$ cat config.mk
export PLATFORM = sky130hd
export DESIGN_NAME = wb_single_master
export DESIGN_NICKNAME = d
export VERILOG_FILES = /design/src/rtl/wb_single_master.sv
export SDC_FILE = /design/constraint.sdc
export NUM_CORES = 1
export LEC_CHECK = 0
export BUFFER_PORTS_ARGS = -buffer_cell sky130_fd_sc_hd__buf_2
export CORE_MARGIN = 2
export CORE_UTILIZATION = 30
export CTS_CLUSTER_DIAMETER = 80
export DETAILED_ROUTE_END_ITERATION = 8
export MAX_ROUTING_LAYER = met4
export PLACE_DENSITY = 0.62
export SLEW_MARGIN = 20
export SYNTH_ARGS = -nofsm -noshare
export SYNTH_HDL_FRONTEND = slang
export SYNTH_SLANG_ARGS = --single-unit
$ cat constraint.sdc
create_clock -name clk -period 1.9 [get_ports clk]
set_input_delay 0.285 -clock clk [delete_from_list [all_inputs] [get_ports clk]]
set_output_delay 0.285 -clock clk [all_outputs]
set_load 0.01 [all_outputs]
$ cat src/rtl/wb_single_master.sv
// Single-outstanding Wishbone classic master.
// Takes one command over a valid/ready handshake and runs it as one Wishbone
// cycle. The transfer ends on ack_i, err_i, or after TIMEOUT cycles with no
// answer. The result is held on a valid/ready response port until consumed.
module wb_single_master #(
    parameter int TIMEOUT = 16
) (
    input  logic        clk,
    input  logic        rst_n,
    // command side
    input  logic        cmd_valid,
    output logic        cmd_ready,
    input  logic        cmd_we,
    input  logic [31:0] cmd_adr,
    input  logic [31:0] cmd_dat,
    input  logic [3:0]  cmd_sel,
    // response side
    output logic        rsp_valid,
    input  logic        rsp_ready,
    output logic [31:0] rsp_dat,
    output logic        rsp_err,
    output logic        rsp_to,
    // Wishbone master
    output logic        cyc_o,
    output logic        stb_o,
    output logic        we_o,
    output logic [31:0] adr_o,
    output logic [31:0] dat_o,
    output logic [3:0]  sel_o,
    input  logic [31:0] dat_i,
    input  logic        ack_i,
    input  logic        err_i
);

    typedef enum logic [1:0] {
        IDLE = 2'd0,
        BUS  = 2'd1,
        RESP = 2'd2
    } state_t;

    // Counter value at which a silent slave is abandoned; reached on the
    // TIMEOUT-th BUS edge, so stb_o stays high for exactly TIMEOUT cycles.
    localparam logic [7:0] WAIT_LAST = 8'(TIMEOUT - 1);

    state_t     state;
    logic [7:0] wait_cnt;

    // Only an idle master can take a new command; this is the one
    // combinational output.
    assign cmd_ready = (state == IDLE);

    // Transfer sequencer: accept, run the bus cycle, hold the response.
    always_ff @(posedge clk or negedge rst_n) begin
        if (!rst_n) begin
            state     <= IDLE;
            wait_cnt  <= 8'd0;
            cyc_o     <= 1'b0;
            stb_o     <= 1'b0;
            we_o      <= 1'b0;
            adr_o     <= 32'd0;
            dat_o     <= 32'd0;
            sel_o     <= 4'd0;
            rsp_valid <= 1'b0;
            rsp_dat   <= 32'd0;
            rsp_err   <= 1'b0;
            rsp_to    <= 1'b0;
        end else begin
            case (state)
                IDLE: begin
                    if (cmd_valid) begin
                        we_o     <= cmd_we;
                        adr_o    <= cmd_adr;
                        dat_o    <= cmd_dat;
                        sel_o    <= cmd_sel;
                        cyc_o    <= 1'b1;
                        stb_o    <= 1'b1;
                        wait_cnt <= 8'd0;
                        state    <= BUS;
                    end
                end
                BUS: begin
                    // A slave answer is checked first so it beats a timeout
                    // landing on the same edge; err_i beats a coincident ack_i.
                    if (ack_i || err_i) begin
                        cyc_o     <= 1'b0;
                        stb_o     <= 1'b0;
                        rsp_valid <= 1'b1;
                        if (err_i) begin
                            rsp_err <= 1'b1;
                            rsp_dat <= 32'd0;
                        end else begin
                            rsp_dat <= we_o ? 32'd0 : dat_i;
                        end
                        state <= RESP;
                    end else if (wait_cnt == WAIT_LAST) begin
                        cyc_o     <= 1'b0;
                        stb_o     <= 1'b0;
                        rsp_valid <= 1'b1;
                        rsp_to    <= 1'b1;
                        rsp_dat   <= 32'd0;
                        state     <= RESP;
                    end else begin
                        wait_cnt <= wait_cnt + 8'd1;
                    end
                end
                RESP: begin
                    // rsp_dat is left as is; it is only meaningful with rsp_valid.
                    if (rsp_ready) begin
                        rsp_valid <= 1'b0;
                        rsp_err   <= 1'b0;
                        rsp_to    <= 1'b0;
                        state     <= IDLE;
                    end
                end
                default: begin
                    state <= IDLE;
                end
            endcase
        end
    end

endmodule

# Yosys cells after proc, flatten, opt, wreduce, memory -nomap -nowiden
# Index checks and enable logic that the tools add are counted.
[totals]
ff_bits = 115
latch_bits = 0
ram_bits = 0
romBits = 0
inputBits = 107
wordCells = 62
n_memories = 0
[op_classes]
n_addsub = 1
n_mul = 0
n_div = 0
n_lt_le_gt_ge = 0
n_eq_ne = 11
shifts = 0
muxes = 26
n_bitwise = 0
n_reduce_logical = 13
[op_table]
columns = ["cell", "n"]
rows = [
  ["32-bit two-way mux", 4],
  ["8-bit two-way mux", 3],
  ["8-bit case mux with 2 select lines", 1],
  ["2-bit != test, second input constant", 7],
  ["4-bit AND reduction", 3],
  ["1-bit two-way mux", 9],
  ["3-bit AND reduction", 3],
  ["8-bit by 1-bit adder with 8-bit output, second input constant", 1],
  ["8-bit by 4-bit == test with 1-bit output, second input constant", 1],
  ["2-bit two-way mux", 4],
  ["1-bit case mux with 2 select lines", 4],
  ["2-bit case mux with 3 select lines", 1],
  ["2-bit nonzero test", 3],
  ["2-bit AND reduction", 2],
  ["3-bit != test, second input constant", 1],
  ["2-bit by 1-bit == test with 1-bit output, second input constant", 1],
  ["2-bit == test, second input constant", 1],
  ["2-bit logical NOT", 1],
  ["1-bit logical OR", 1],
]

# Longest topological paths before layout
# Gate-level depths: netlist of the first run.
[logic_depth]
depth_word = 4
mapped_depth = 7

# Least setup slack after synthesis of the first run
# Ideal clock, no wire load.
[synth_path]
kind = "register to register"
from = "register wait_cnt[5]"
to = "register rsp_dat[0]"
t_arrival_ns = 1.657
required_time_ns = 1.821
setup_slack_ns = 0.164
path_stages_with_launch = 7
path_cell_list = "dfrtp_1 -> or4_4 -> nor2_2 -> o311a_1 -> buf_6 -> buf_12 -> mux2i_1"
[synth_between]
elab_chain_len = 3
[synth_rtl]
columns = ["item", "line", "text"]
rows = [
  ["from (decl)", "46", "logic [7:0] wait_cnt;"],
  ["from (signal assigned)", "103", "wait_cnt <= wait_cnt + 8'd1;"],
  ["8-bit by 4-bit == test with 1-bit output", "95", "end else if (wait_cnt == WAIT_LAST) begin"],
  ["2-bit nonzero test (no source line)", "n/a", ""],
  ["2-bit AND reduction (no source line)", "n/a", ""],
  ["to (signal assigned)", "92", "rsp_dat <= we_o ? 32'd0 : dat_i;"],
  ["to (decl)", "20", "output logic [31:0] rsp_dat,"],
]
# Every way passes these cells.
# A chain may end at the register's enable or synchronous reset.

# Worst setup path after layout of the first run
[layout_path]
from = "register wait_cnt[4]"
to = "register rsp_dat[14]"
# Same word-level chain as after synthesis.

==> results of run 1 <==
-- kinds of logic after synthesis --
| kind of cell | share of synthesized area |
|---|---|
| xor+xnor | 0.00185 |
| flops | 0.608 |
| fa+ha+maj | 0.00264 |
| mux | 0.0677 |
| buf+inv | 0.0656 |
| simple gates | 0.228 |
| compound gates | 0.0257 |
-- power groups by stage --
stage / clock network [W] / logic (W) / registers [W]
2_1_floorplan: 0 / 0.00164 / 0.00458
3_3_place_gp: 0 / 0.00378 / 0.00407
3_5_place_dp: 0 / 0.00384 / 0.00408
4_1_cts: 0.00314 / 0.00384 / 0.00407
5_1_grt: 0.00327 / 0.00425 / 0.00419
6_report: 0.00305 / 0.00382 / 0.00406
-- worst min path at each step --
stage	from	end	slack, ns	cells after the start
finish	cmd_dat[28]	dat_o[28]	0.06	3
detailed placement	rst_n	rsp_dat[30]	0.25	1
global placement	rst_n	rsp_dat[24]	0.25	1
global route	cmd_dat[21]	dat_o[21]	0.05	3
floorplan	rst_n	adr_o[0]	-0.01	0
CTS	cmd_adr[3]	adr_o[3]	0.04	3
-- cell type report --
type                       instances  area [um^2]
fill                            1522         8600
inverter                          38          143
tap                              211          264
sequential                       115         2880
timing repair buffer             231         1300
clock inverter                    14          139
multi-input combinational        323         1570
clock buffer                      18          429
-- metrics by stage --
| step | instance area [um^2] | instances | worst slack [ns] |
|---|---|---|---|
| 3_3_place_gp | 6100 | 916 | 0.112 |
| 5_1_grt | 6720 | 950 | -0.00336 |
| 3_5_place_dp | 6100 | 916 | 0.0674 |
| 4_1_cts | 6680 | 949 | 0.0607 |
| 6_report | 6720 | 950 | 0.0794 |
| 2_1_floorplan | 4730 | 502 | 0.164 |
-- layout by cell type, fill, tap and decap left out, drive strengths merged --
cell,instances
nand2,242
buf,229
dfrtp,115
inv,39
mux2i,32
clkbuf,19
nand3,12
clkinv,8
o21ai,5
nor2,5
a21oi,3
clkinvlp,3
nand2b,2
or2,2
and3,2
bufinv,2
or4,1
nor4b,1
nor3b,1
o311a,1
xor2,1
or3,1
a221oi,1
o221ai,1
o2111ai,1
a22oi,1
o22ai,1
nand3b,1
a21o,1
a22o,1
nor3,1
o211ai,1
o31ai,1
ha,1
dlygate4sd3,1
-- worst register-to-register path, stage by stage, from the launching register on --
cell	delay [ns]
sky130_fd_sc_hd__dfrtp_1	0.40
sky130_fd_sc_hd__or4_4	0.57
sky130_fd_sc_hd__nor2_2	0.15
sky130_fd_sc_hd__o311a_4	0.24
sky130_fd_sc_hd__buf_12	0.17
sky130_fd_sc_hd__mux2i_1	0.20
-- metal layers --
metal	wire, um	up-vias
li1	-	2009
met1	5510	1787
met2	5700	128
met3	713	16
met4	182	0
met5	0	-
-- sequential cells by signal (all words and copies together), names as in the netlist --
name       count
rsp_dat       32
rsp_to         1
we_o           1
rsp_valid      1
wait_cnt       8
adr_o         32
dat_o         32
rsp_err        1
state          2
sel_o          4
stb_o          1
-- timing repair --
item                                    in CTS  in global routing
hold buffers                                 1                  0
gates resized for setup                      0                  1
endpoints found under the setup margin       0                 12
endpoints found under the hold margin       27                  0
==> impl_results.html, run 1 <==
<table>
<tr><th>Metric</th><th>Value</th></tr>
<tr><th colspan="2">Run status</th></tr>
<tr><td>Status</td><td>finished clean</td></tr>
<tr><th colspan="2">Worst setup path</th></tr>
<tr><td>Number of cells on the critical path</td><td>5</td></tr>
<tr><td>Peak per-stage delay on the critical path</td><td>0.57 ns</td></tr>
<tr><td>Worst path cell trace</td><td>or4_4 -&gt; nor2_2 -&gt; o311a_4 -&gt; buf_12 -&gt; mux2i_1</td></tr>
<tr><td>Crit path arrival time</td><td>2.14 ns</td></tr>
<tr><td>Crit Path Category</td><td>reg -&gt; reg</td></tr>
<tr><td>Critical register-to-register path endpoint</td><td>rsp_dat[14]</td></tr>
<tr><td>Kind of capture point of the worst setup path</td><td>register</td></tr>
<tr><td>Required arrival time at the worst endpoint</td><td>~2.2 ns</td></tr>
<tr><td>Critical Path Start</td><td>wait_cnt[4]</td></tr>
<tr><td>Reg-to-reg startpoint</td><td>wait_cnt[4]</td></tr>
<tr><td>Slowest cell on the critical path</td><td>sky130_fd_sc_hd__or4_4</td></tr>
<tr><td>Cell family contributing the most delay on the critical path</td><td>simple AND/OR/NAND/NOR gates</td></tr>
<tr><td>Startpoint kind of the worst setup timing path</td><td>register</td></tr>
<tr><td>Capture point of the worst path</td><td>rsp_dat[14]</td></tr>
<tr><td>Flop2flop setup slack</td><td>between 0.07 and 0.08 ns</td></tr>
<tr><td>Reg2reg path depth</td><td>5</td></tr>
<tr><td>Buffer and inverter count on the worst path</td><td>1</td></tr>
<tr><td>Maximum fanout along the worst path</td><td>14</td></tr>
<tr><th colspan="2">Yosys</th></tr>
<tr><td>Cells after synthesis</td><td>around 500</td></tr>
<tr><td>Share of the synthesized area in the top cell type</td><td>0.608</td></tr>
<tr><td>Count of cell types in the netlist</td><td>37</td></tr>
<tr><td>Yosys warns</td><td>0</td></tr>
<tr><td>Leading register cell type out of synthesis</td><td>sky130_fd_sc_hd__dfrtp_1</td></tr>
<tr><td>Net count after synthesis</td><td>610</td></tr>
<tr><td>Register bit total from synthesis</td><td>between 100 and 150</td></tr>
<tr><td>Seq/Total Area, Yosys</td><td>0.608</td></tr>
<tr><td>Most used standard cell by instance count after synthesis</td><td>sky130_fd_sc_hd__nand2_1</td></tr>
<tr><td>EDFF count, synth</td><td>0</td></tr>
<tr><td>Average cell area after synthesis</td><td>roughly 9.4 um^2</td></tr>
<tr><td>Top post-synthesis cells by area</td><td>sky130_fd_sc_hd__dfrtp_1 61%, sky130_fd_sc_hd__nand2_1 19%, sky130_fd_sc_hd__mux2i_1 6.8%</td></tr>
<tr><td>Share of flip-flops with an asynchronous set or reset after synthesis</td><td>1.00</td></tr>
<tr><td>Post-synthesis instance area</td><td>around 4700 um^2</td></tr>
<tr><td>Post-synth top area cell</td><td>sky130_fd_sc_hd__dfrtp_1</td></tr>
<tr><td>Leading post-synthesis cells by instance count</td><td>242 x sky130_fd_sc_hd__nand2_1, 115 x sky130_fd_sc_hd__dfrtp_1, 38 x sky130_fd_sc_hd__inv_1</td></tr>
<tr><th colspan="2">Pwr</th></tr>
<tr><td>Proportion of power drawn by combinational gates</td><td>0.349</td></tr>
<tr><td>Sequential share of power</td><td>0.372</td></tr>
<tr><td>Pwr/cell area</td><td>approximately 1600 nW/um^2</td></tr>
<tr><td>Switching pwr</td><td>0.00388 W</td></tr>
<tr><td>Static Leak</td><td>roughly 3.7 nW</td></tr>
<tr><td>Fraction of power spent switching nets</td><td>0.355</td></tr>
<tr><td>Design Power</td><td>approximately 0.011 W</td></tr>
<tr><td>IR Drop Worst-Case VDD</td><td>0.546 mV</td></tr>
<tr><td>Clock share of power</td><td>0.279</td></tr>
<tr><td>Internal power consumption</td><td>0.00705 W</td></tr>
<tr><th colspan="2">Finish</th></tr>
<tr><td>Net count, final</td><td>between 800 and 900</td></tr>
<tr><td>Area overhead of the layout relative to synthesis</td><td>42.0%</td></tr>
<tr><td>Share of layout cells above drive strength 1</td><td>0.364</td></tr>
<tr><td>Final core utilization</td><td>0.439</td></tr>
<tr><td>Ant. Diodes</td><td>0</td></tr>
<tr><th colspan="2">Die</th></tr>
<tr><td>Number of placement rows</td><td>45</td></tr>
<tr><td>I/O pin total</td><td>between 200 and 250</td></tr>
<tr><td>Starting density of the core</td><td>0.309</td></tr>
<tr><td>Die Height</td><td>between 100 and 150 um</td></tr>
<tr><td>Area of the placeable core</td><td>15,300 um^2</td></tr>
<tr><td>Die outline area</td><td>between 15,000 and 20,000 um^2</td></tr>
<tr><td>Die width</td><td>roughly 130 um</td></tr>
<tr><th colspan="2">GRT</th></tr>
<tr><td>Initial antenna violation count</td><td>0</td></tr>
<tr><td>Global router's overall resource usage</td><td>0.149</td></tr>
<tr><td>Wire length of the first global-routing pass</td><td>~19,000 um</td></tr>
<tr><td>Grt met1 use</td><td>0.187</td></tr>
<tr><td>Via count of the first global-routing pass</td><td>3,808</td></tr>
<tr><td>Global Route met2 Usage</td><td>0.226</td></tr>
<tr><td>Grt ovf</td><td>0</td></tr>
<tr><td>Busiest metal layer after global routing</td><td>met2</td></tr>
<tr><td>Largest net degree at the start of global routing</td><td>45</td></tr>
<tr><td>Grt met3 use</td><td>0.0467</td></tr>
<tr><th colspan="2">STA</th></tr>
<tr><td>Clk_skew</td><td>0.00510 ns</td></tr>
<tr><td>Transition time at the pin with the least slew margin</td><td>0.409 ns</td></tr>
<tr><td>Remaining max-slew budget at the tightest pin</td><td>0.727</td></tr>
<tr><td>Final max-slew violation count</td><td>0</td></tr>
<tr><td>Worst Hold Margin</td><td>between 0.06 and 0.07 ns</td></tr>
<tr><td>Final sum of negative setup slack</td><td>0 ns</td></tr>
<tr><td>Count of endpoints failing setup in the final report</td><td>0</td></tr>
<tr><td>Final hold violations</td><td>0</td></tr>
<tr><td>Period utilization</td><td>0.958</td></tr>
<tr><td>Final period demand of the worst path</td><td>~1.8 ns</td></tr>
<tr><td>Upper clock frequency limit</td><td>549 MHz</td></tr>
<tr><th colspan="2">Clocking</th></tr>
<tr><td>Clock slew at reported path FFs</td><td>roughly 0.060 ns</td></tr>
<tr><td>H-tree level count</td><td>4</td></tr>
<tr><td>Maximum root-to-sink buffer count</td><td>2</td></tr>
<tr><td>Post-CTS setup buffers</td><td>0</td></tr>
<tr><td>Number of buffers created by CTS</td><td>17</td></tr>
<tr><td>Root cell of the clock tree</td><td>sky130_fd_sc_hd__clkbuf_16</td></tr>
<tr><td>Clk_lat worst skew</td><td>between 0.4 and 0.5 ns</td></tr>
<tr><td>CTS sink cnt</td><td>115</td></tr>
<tr><td>Clock tree from TritonCTS</td><td>done</td></tr>
<tr><th colspan="2">Placed design</th></tr>
<tr><td>Global placement routability congestion</td><td>just under 0.8</td></tr>
<tr><td>Number of port buffers</td><td>approximately 210</td></tr>
<tr><td>Half-perimeter wire length after placement</td><td>~8400 um</td></tr>
<tr><th colspan="2">Detailed routing</th></tr>
<tr><td>Violation count after the first detailed-route iteration</td><td>about 190</td></tr>
<tr><td>Vias/cell</td><td>between 4 and 5</td></tr>
<tr><td>Via count of the routed design</td><td>a little under 4,000</td></tr>
<tr><td>DRC Markers</td><td>0</td></tr>
<tr><td>ANT nets after route</td><td>0</td></tr>
<tr><td>Post-Route WL</td><td>12,100 um</td></tr>
<tr><td>Count of TritonRoute iterations in the first routing pass</td><td>4</td></tr>
<tr><td>Avg WL per Cell</td><td>12.7 um</td></tr>
<tr><th colspan="2">Min path</th></tr>
<tr><td>Hold WC Path Type</td><td>in -&gt; reg</td></tr>
<tr><th colspan="2">Flow run</th></tr>
<tr><td>Number of max-capacitance violations reported</td><td>0</td></tr>
</table>
(Power assumes the default switching activity.)
==> run 2: changes to the inputs <==
Settings changed: CORE_UTILIZATION 30 to 47, PLACE_DENSITY 0.62 to 0.87.
==> run 2 against run 1 <==
Clock skew is 0.0070 ns higher. Largest cell class unchanged. Routed wire length rose by 16%. Global-route usage grew 12 points. Die area down 35%. Worst hold slack lost 0.045 ns. Sequential share of layout area decreased by 3.6 points. First-iteration DRC count up 19%.
==> impl_results.html, run 2 (synthesized netlist as in run 1, its figures left out) <==
<table>
<tr><th>Metric</th><th>Value</th></tr>
<tr><th colspan="2">STA</th></tr>
<tr><td>Final max-slew violation count</td><td>0</td></tr>
<tr><td>Remaining max-slew budget at the tightest pin</td><td>0.581</td></tr>
<tr><td>Period utilization</td><td>0.970</td></tr>
<tr><td>Count of endpoints failing setup in the final report</td><td>0</td></tr>
<tr><td>Final period demand of the worst path</td><td>roughly 1.8 ns</td></tr>
<tr><td>Final sum of negative setup slack</td><td>0 ns</td></tr>
<tr><td>Transition time at the pin with the least slew margin</td><td>~0.63 ns</td></tr>
<tr><td>Upper clock frequency limit</td><td>between 500 and 600 MHz</td></tr>
<tr><td>Final hold violations</td><td>0</td></tr>
<tr><td>Unrepaired setup endpoints after global routing</td><td>yes</td></tr>
<tr><td>Clk_skew</td><td>between 0.01 and 0.015 ns</td></tr>
<tr><th colspan="2">Finish</th></tr>
<tr><td>Area of all placed cells without fillers</td><td>~7300 um^2</td></tr>
<tr><td>FF/Latch Area</td><td>2880 um^2</td></tr>
<tr><td>Most used cells in the layout excluding fill and tap cells</td><td>242 x sky130_fd_sc_hd__nand2_1, 212 x sky130_fd_sc_hd__buf_2, 115 x sky130_fd_sc_hd__dfrtp_1, 71 x sky130_fd_sc_hd__dlygate4sd3_1, 38 x sky130_fd_sc_hd__inv_1</td></tr>
<tr><td>Area of the multi-input gates</td><td>approximately 1600 um^2</td></tr>
<tr><td>Largest registers in the final layout</td><td>adr_o (32), dat_o (32), rsp_dat (32)</td></tr>
<tr><td>Net count, final</td><td>about 900</td></tr>
<tr><td>Area overhead of the layout relative to synthesis</td><td>54.9%</td></tr>
<tr><td>Ant. Diodes</td><td>0</td></tr>
<tr><td>Final core utilization</td><td>0.750</td></tr>
<tr><td>Filler Cell Count</td><td>between 600 and 700</td></tr>
<tr><td>Share of layout cells above drive strength 1</td><td>0.331</td></tr>
<tr><td>Leading cell type in the layout, fill and taps excluded</td><td>sky130_fd_sc_hd__nand2_1</td></tr>
<tr><th colspan="2">Clocking</th></tr>
<tr><td>CTS sink cnt</td><td>between 100 and 150</td></tr>
<tr><td>H-tree level count</td><td>4</td></tr>
<tr><td>Clock tree from TritonCTS</td><td>done</td></tr>
<tr><td>Maximum root-to-sink buffer count</td><td>2</td></tr>
<tr><td>Clk_lat worst skew</td><td>approximately 0.51 ns</td></tr>
<tr><td>Post-CTS setup buffers</td><td>0</td></tr>
<tr><td>Root cell of the clock tree</td><td>sky130_fd_sc_hd__clkbuf_8</td></tr>
<tr><td>Clock slew at reported path FFs</td><td>around 0.06 ns</td></tr>
<tr><td>Number of buffers created by CTS</td><td>17</td></tr>
<tr><th colspan="2">Worst setup path</th></tr>
<tr><td>Reg2reg path depth</td><td>5</td></tr>
<tr><td>Reg-to-reg startpoint</td><td>wait_cnt[4]</td></tr>
<tr><td>Required arrival time at the worst endpoint</td><td>~2.3 ns</td></tr>
<tr><td>Startpoint kind of the worst setup timing path</td><td>register</td></tr>
<tr><td>Critical register-to-register path endpoint</td><td>rsp_dat[15]</td></tr>
<tr><td>Crit Path Category</td><td>reg -&gt; reg</td></tr>
<tr><td>Maximum fanout along the worst path</td><td>15</td></tr>
<tr><td>Crit path arrival time</td><td>2.26 ns</td></tr>
<tr><td>Flop2flop setup slack</td><td>~0.057 ns</td></tr>
<tr><td>Kind of capture point of the worst setup path</td><td>register</td></tr>
<tr><th colspan="2">GRT</th></tr>
<tr><td>Initial antenna violation count</td><td>0</td></tr>
<tr><td>Global Route met2 Usage</td><td>0.456</td></tr>
<tr><td>Largest net degree at the start of global routing</td><td>roughly 120</td></tr>
<tr><td>Grt met3 use</td><td>0.0677</td></tr>
<tr><td>Wire length of the first global-routing pass</td><td>22,600 um</td></tr>
<tr><td>Grt met1 use</td><td>0.290</td></tr>
<tr><td>Grt ovf</td><td>0</td></tr>
<tr><td>Via count of the first global-routing pass</td><td>slightly below 5,000</td></tr>
<tr><td>Global router's overall resource usage</td><td>0.269</td></tr>
<tr><td>Busiest metal layer after global routing</td><td>met2</td></tr>
<tr><th colspan="2">Die</th></tr>
<tr><td>Die Height</td><td>about 100 um</td></tr>
<tr><td>Number of placement rows</td><td>36</td></tr>
<tr><td>Starting density of the core</td><td>0.484</td></tr>
<tr><td>Area of the placeable core</td><td>9770 um^2</td></tr>
<tr><td>Die width</td><td>between 100 and 150 um</td></tr>
<tr><td>Die outline area</td><td>approximately 11,000 um^2</td></tr>
<tr><td>I/O pin total</td><td>roughly 210</td></tr>
<tr><th colspan="2">Min path</th></tr>
<tr><td>Number of stages on the worst hold path</td><td>3</td></tr>
<tr><td>Min-Delay Endpoint</td><td>rsp_dat[29]</td></tr>
<tr><td>Hold Startpoint</td><td>dat_i[29]</td></tr>
<tr><td>Hold WC Path Type</td><td>in -&gt; reg</td></tr>
<tr><th colspan="2">Pwr</th></tr>
<tr><td>Static Leak</td><td>between 3 and 4 nW</td></tr>
<tr><td>Switching pwr</td><td>0.00406 W</td></tr>
<tr><td>IR Drop Worst-Case VDD</td><td>0.828 mV</td></tr>
<tr><td>Sequential share of power</td><td>0.363</td></tr>
<tr><td>Fraction of power spent switching nets</td><td>0.354</td></tr>
<tr><td>Clock share of power</td><td>0.286</td></tr>
<tr><td>Pwr/cell area</td><td>1560 nW/um^2</td></tr>
<tr><td>Proportion of power drawn by combinational gates</td><td>0.351</td></tr>
<tr><td>Internal power consumption</td><td>~0.0074 W</td></tr>
<tr><th colspan="2">Detailed routing</th></tr>
<tr><td>Vias/cell</td><td>approximately 4.9</td></tr>
<tr><td>DRC Markers</td><td>0</td></tr>
<tr><td>Count of TritonRoute iterations in the first routing pass</td><td>4</td></tr>
<tr><td>Post-Route WL</td><td>about 14,000 um</td></tr>
<tr><td>ANT nets after route</td><td>0</td></tr>
<tr><td>Violation count after the first detailed-route iteration</td><td>about 230</td></tr>
<tr><td>Avg WL per Cell</td><td>14.9 um</td></tr>
<tr><td>Via count of the routed design</td><td>between 4,000 and 5,000</td></tr>
<tr><th colspan="2">Placed design</th></tr>
<tr><td>Number of port buffers</td><td>213</td></tr>
<tr><td>Cell Area, Placed</td><td>5960 um^2</td></tr>
<tr><td>Global placement routability congestion</td><td>roughly 0.80</td></tr>
<tr><td>Half-perimeter wire length after placement</td><td>7940 um</td></tr>
<tr><th colspan="2">Run status</th></tr>
<tr><td>Status</td><td>finished clean</td></tr>
<tr><th colspan="2">Flow run</th></tr>
<tr><td>Number of max-capacitance violations reported</td><td>0</td></tr>
</table>
-- run 2: power groups by stage --
stage / Sequential, W / Clock, W / Combinational, W
2_1_floorplan: 0.00458 / 0 / 0.00164
3_3_place_gp: 0.00407 / 0 / 0.00361
3_5_place_dp: 0.00412 / 0 / 0.00375
4_1_cts: 0.00411 / 0.00331 / 0.00387
5_1_grt: 0.00428 / 0.00344 / 0.00441
6_report: 0.00416 / 0.00328 / 0.00402
-- run 2: routing by layer --
metal,wire length (um),part of all wire,up-vias
li1,-,-,2138
met1,5330,0.38,2213
met2,7270,0.52,214
met3,877,0.063,51
met4,539,0.038,0
met5,0,0,-
-- run 2: worst max-delay path, cell delays in order, from the launching register on --
cell                      delay (ns)
sky130_fd_sc_hd__dfrtp_1        0.41
sky130_fd_sc_hd__or4_4          0.59
sky130_fd_sc_hd__nor2_4         0.12
sky130_fd_sc_hd__o311a_4        0.22
sky130_fd_sc_hd__buf_12         0.17
sky130_fd_sc_hd__mux2i_2        0.23
-- run 2: how the worst max path moves through the flow --
stage           startpoint           to  slack (ns)  depth (start not counted)
3_5_place_dp   wait_cnt[4]   rsp_dat[4]        0.06                          5
4_1_cts        wait_cnt[4]   rsp_dat[4]        0.03                          5
2_1_floorplan  wait_cnt[5]   rsp_dat[0]        0.16                          6
5_1_grt        wait_cnt[4]  rsp_dat[15]       0.003                          5
3_3_place_gp   wait_cnt[0]     state[1]        0.13                          6
6_report       wait_cnt[4]  rsp_dat[15]        0.06                          5
-- run 2: cell type report --
cell class,instances,area share
clock inverters,10,0.0212
flip-flops and latches,115,0.393
inverters,38,0.0195
well taps,133,0.0227
clock buffers,22,0.0618
multi-input cells,323,0.216
repair buffers,298,0.266
-- run 2: repair_timing --
| action | CTS | global route |
|---|---|---|
| setup endpoints to repair | 0 | 19 |
| gates resized for setup | 0 | 5 |
| hold buffers | 71 | 0 |
| endpoints found under the hold margin | 185 | 0 |
-- run 2: metrics by stage --
step | cells | hold WS (ns) | total power (W) | setup WS, ns
finish | 939 | 0.0194 | 0.0115 | 0.0566
global route | 939 | 0.0111 | 0.0121 | 0.00254
CTS | 938 | 0.00108 | 0.0113 | 0.0319
global placement | 835 | 0.405 | 0.00768 | 0.135
detailed placement | 835 | 0.421 | 0.00787 | 0.0562
floorplan | 502 | -0.0106 | 0.00621 | 0.164
==> run 3: changes to the inputs <==
Settings changed: SETUP_SLACK_MARGIN from default to 0.4.
==> run 3 against run 2 <==
Cell count increased by 1.2%. Clock power rose by 9.5%. Sequential share of layout area down 1.5 points. Via count up 1.8%. Critical endpoint is now rsp_dat[18]. Largest cell class unchanged. Largest power group is now combinational logic.
==> impl_results.html, run 3 (synthesized netlist as in run 1, its figures left out) <==
<table>
<tr><th>Metric</th><th>Value</th></tr>
<tr><th colspan="2">Die</th></tr>
<tr><td>Starting density of the core</td><td>0.484</td></tr>
<tr><td>I/O pin total</td><td>between 200 and 250</td></tr>
<tr><td>Number of placement rows</td><td>36</td></tr>
<tr><td>Die width</td><td>~100 um</td></tr>
<tr><td>Area of the placeable core</td><td>9770 um^2</td></tr>
<tr><td>Die Height</td><td>104 um</td></tr>
<tr><td>Die outline area</td><td>between 10,000 and 15,000 um^2</td></tr>
<tr><th colspan="2">Detailed routing</th></tr>
<tr><td>Violation count after the first detailed-route iteration</td><td>between 200 and 250</td></tr>
<tr><td>Post-Route WL</td><td>roughly 15,000 um</td></tr>
<tr><td>Count of TritonRoute iterations in the first routing pass</td><td>4</td></tr>
<tr><td>DRC Markers</td><td>0</td></tr>
<tr><td>Via count of the routed design</td><td>between 4,000 and 5,000</td></tr>
<tr><td>ANT nets after route</td><td>0</td></tr>
<tr><td>Avg WL per Cell</td><td>between 15 and 20 um</td></tr>
<tr><td>Vias/cell</td><td>between 4 and 5</td></tr>
<tr><th colspan="2">Min path</th></tr>
<tr><td>Hold WC Path Type</td><td>in -&gt; reg</td></tr>
<tr><th colspan="2">STA</th></tr>
<tr><td>Unrepaired setup endpoints after global routing</td><td>yes</td></tr>
<tr><td>Worst Hold Margin</td><td>between 0.02 and 0.03 ns</td></tr>
<tr><td>Period utilization</td><td>0.990</td></tr>
<tr><td>Final sum of negative setup slack</td><td>0 ns</td></tr>
<tr><td>Transition time at the pin with the least slew margin</td><td>0.652 ns</td></tr>
<tr><td>Count of endpoints failing setup in the final report</td><td>0</td></tr>
<tr><td>Final period demand of the worst path</td><td>1.88 ns</td></tr>
<tr><td>Final max-slew violation count</td><td>0</td></tr>
<tr><td>Final hold violations</td><td>0</td></tr>
<tr><td>Clk_skew</td><td>just over 0.008 ns</td></tr>
<tr><td>Remaining max-slew budget at the tightest pin</td><td>0.565</td></tr>
<tr><td>Upper clock frequency limit</td><td>531 MHz</td></tr>
<tr><th colspan="2">Pwr</th></tr>
<tr><td>IR Drop Worst-Case VDD</td><td>approximately 0.85 mV</td></tr>
<tr><td>Clock share of power</td><td>0.297</td></tr>
<tr><td>Proportion of power drawn by combinational gates</td><td>0.360</td></tr>
<tr><td>Sequential share of power</td><td>0.344</td></tr>
<tr><td>Internal power consumption</td><td>just under 0.008 W</td></tr>
<tr><td>Static Leak</td><td>around 4.1 nW</td></tr>
<tr><td>Switching pwr</td><td>0.00417 W</td></tr>
<tr><td>Design Power</td><td>0.0121 W</td></tr>
<tr><td>Pwr/cell area</td><td>approximately 1600 nW/um^2</td></tr>
<tr><td>Fraction of power spent switching nets</td><td>0.345</td></tr>
<tr><th colspan="2">GRT</th></tr>
<tr><td>Largest net degree at the start of global routing</td><td>about 120</td></tr>
<tr><td>Grt ovf</td><td>0</td></tr>
<tr><td>Wire length of the first global-routing pass</td><td>approximately 24,000 um</td></tr>
<tr><td>Global router's overall resource usage</td><td>0.286</td></tr>
<tr><td>Via count of the first global-routing pass</td><td>~5,000</td></tr>
<tr><td>Initial antenna violation count</td><td>0</td></tr>
<tr><th colspan="2">Run status</th></tr>
<tr><td>Status</td><td>finished clean</td></tr>
<tr><th colspan="2">Finish</th></tr>
<tr><td>Largest registers in the final layout</td><td>adr_o (32), dat_o (32), rsp_dat (32)</td></tr>
<tr><td>Share of layout cells above drive strength 1</td><td>0.360</td></tr>
<tr><td>Most used cells in the layout excluding fill and tap cells</td><td>241 x sky130_fd_sc_hd__nand2_1, 212 x sky130_fd_sc_hd__buf_2, 113 x sky130_fd_sc_hd__dfrtp_1, 69 x sky130_fd_sc_hd__dlygate4sd3_1, 38 x sky130_fd_sc_hd__inv_1</td></tr>
<tr><td>Post-route non-filler standard cell count</td><td>950</td></tr>
<tr><td>Ant. Diodes</td><td>0</td></tr>
<tr><td>Net count, final</td><td>a little over 900</td></tr>
<tr><td>Filler Cell Count</td><td>about 590</td></tr>
<tr><td>Area overhead of the layout relative to synthesis</td><td>61.1%</td></tr>
<tr><td>Leading cell type in the layout, fill and taps excluded</td><td>sky130_fd_sc_hd__nand2_1</td></tr>
<tr><th colspan="2">Clocking</th></tr>
<tr><td>Clock slew at reported path FFs</td><td>0.06 ns</td></tr>
<tr><td>H-tree level count</td><td>4</td></tr>
<tr><td>Clock tree from TritonCTS</td><td>done</td></tr>
<tr><td>Number of buffers created by CTS</td><td>17</td></tr>
<tr><td>Clk_lat worst skew</td><td>~0.5 ns</td></tr>
<tr><td>Maximum root-to-sink buffer count</td><td>2</td></tr>
<tr><td>CTS sink cnt</td><td>around 120</td></tr>
<tr><td>Root cell of the clock tree</td><td>sky130_fd_sc_hd__clkbuf_8</td></tr>
<tr><th colspan="2">Worst setup path</th></tr>
<tr><td>Crit Path Category</td><td>reg -&gt; reg</td></tr>
<tr><td>Worst path cell trace</td><td>or4_4 -&gt; nor2_4 -&gt; o311a_4 -&gt; buf_12 -&gt; mux2i_2</td></tr>
<tr><td>Peak per-stage delay on the critical path</td><td>just under 0.6 ns</td></tr>
<tr><td>Buffer and inverter count on the worst path</td><td>1</td></tr>
<tr><td>Maximum fanout along the worst path</td><td>9</td></tr>
<tr><td>Crit path arrival time</td><td>~2.3 ns</td></tr>
<tr><td>Required arrival time at the worst endpoint</td><td>between 2 and 2.5 ns</td></tr>
<tr><td>Cell family contributing the most delay on the critical path</td><td>simple AND/OR/NAND/NOR gates</td></tr>
<tr><td>Startpoint kind of the worst setup timing path</td><td>register</td></tr>
<tr><td>Slowest cell on the critical path</td><td>sky130_fd_sc_hd__or4_4</td></tr>
<tr><td>Kind of capture point of the worst setup path</td><td>register</td></tr>
<tr><th colspan="2">Placed design</th></tr>
<tr><td>Half-perimeter wire length after placement</td><td>between 8000 and 9000 um</td></tr>
<tr><td>Number of port buffers</td><td>213</td></tr>
<tr><td>Cell count after placement</td><td>~830</td></tr>
<tr><td>Global placement routability congestion</td><td>around 0.87</td></tr>
<tr><th colspan="2">Flow run</th></tr>
<tr><td>Number of max-capacitance violations reported</td><td>0</td></tr>
</table>
-- run 3: cell count changes in the layout (fill, tap and decap cells not counted), moves of 3 or more --
cell and change:
sky130_fd_sc_hd__buf_6 +6, sky130_fd_sc_hd__nand3_1 -4, sky130_fd_sc_hd__buf_4 +5, sky130_fd_sc_hd__o21ai_0 -3, sky130_fd_sc_hd__nand3_2 +3
-- run 3: power groups by stage --
stage / clock [W] / combinational (W) / sequential, W
3_5_place_dp: 0 / 0.00374 / 0.00414
2_1_floorplan: 0 / 0.00165 / 0.00458
3_3_place_gp: 0 / 0.00359 / 0.00408
4_1_cts: 0.00363 / 0.00408 / 0.00411
6_report: 0.00359 / 0.00435 / 0.00416
5_1_grt: 0.00376 / 0.00472 / 0.00426
-- run 3: path summary, 6_finish.rpt --
kind,from,to,slack [ns],cells past startpoint
worst max-delay path,wait_cnt[4],rsp_dat[18],0.02,5
worst min-delay path,dat_i[22],rsp_dat[22],0.03,3
worst max register to register,wait_cnt[4],rsp_dat[18],0.02,5
worst min register to register,adr_o[9],adr_o[9],0.47,2
max in group asynchronous,rst_n,dat_o[27],1.00,3
min in group asynchronous,rst_n,rsp_dat[29],0.35,3
-- run 3: metrics by stage --
stage / cell area [um^2] / util / worst slack [ns]
2_1_floorplan: 4750 / - / 0.165
3_3_place_gp: 5950 / 0.609 / 0.158
3_5_place_dp: 5950 / 0.609 / 0.0413
4_1_cts: 7490 / 0.767 / 0.0795
5_1_grt: 7620 / 0.780 / -0.0296
6_report: 7620 / 0.780 / 0.0185
-- run 3: area by class of cell --
type                       instances  area (um^2)  share of cell area
timing repair buffer             309         2080               0.273
sequential                       115         2880               0.378
inverter                          38          143              0.0187
clock inverter                     9          198              0.0259
clock buffer                      23          477              0.0625
multi-input combinational        323         1680               0.220
tap                              133          166              0.0218
-- run 3: timing repair --
item,in CTS,in global routing
resized for setup,19,16
gates cloned,2,1
endpoints found under the setup margin,100,65
setup buffers,10,4
hold buffers,69,0
pin swaps,4,4
hold endpoints to repair,183,0
-- run 3: worst min-delay path, cell delays in order --
cell and delay [ns]:
sky130_fd_sc_hd__buf_2 0.10, sky130_fd_sc_hd__nand2_1 0.04, sky130_fd_sc_hd__mux2i_1 0.05
-- run 3: metal layers --
metal	wire length [um]	track usage
met5	0	-
met4	722	0.155
met3	706	0.0514
met2	8240	0.517
met1	5670	0.294
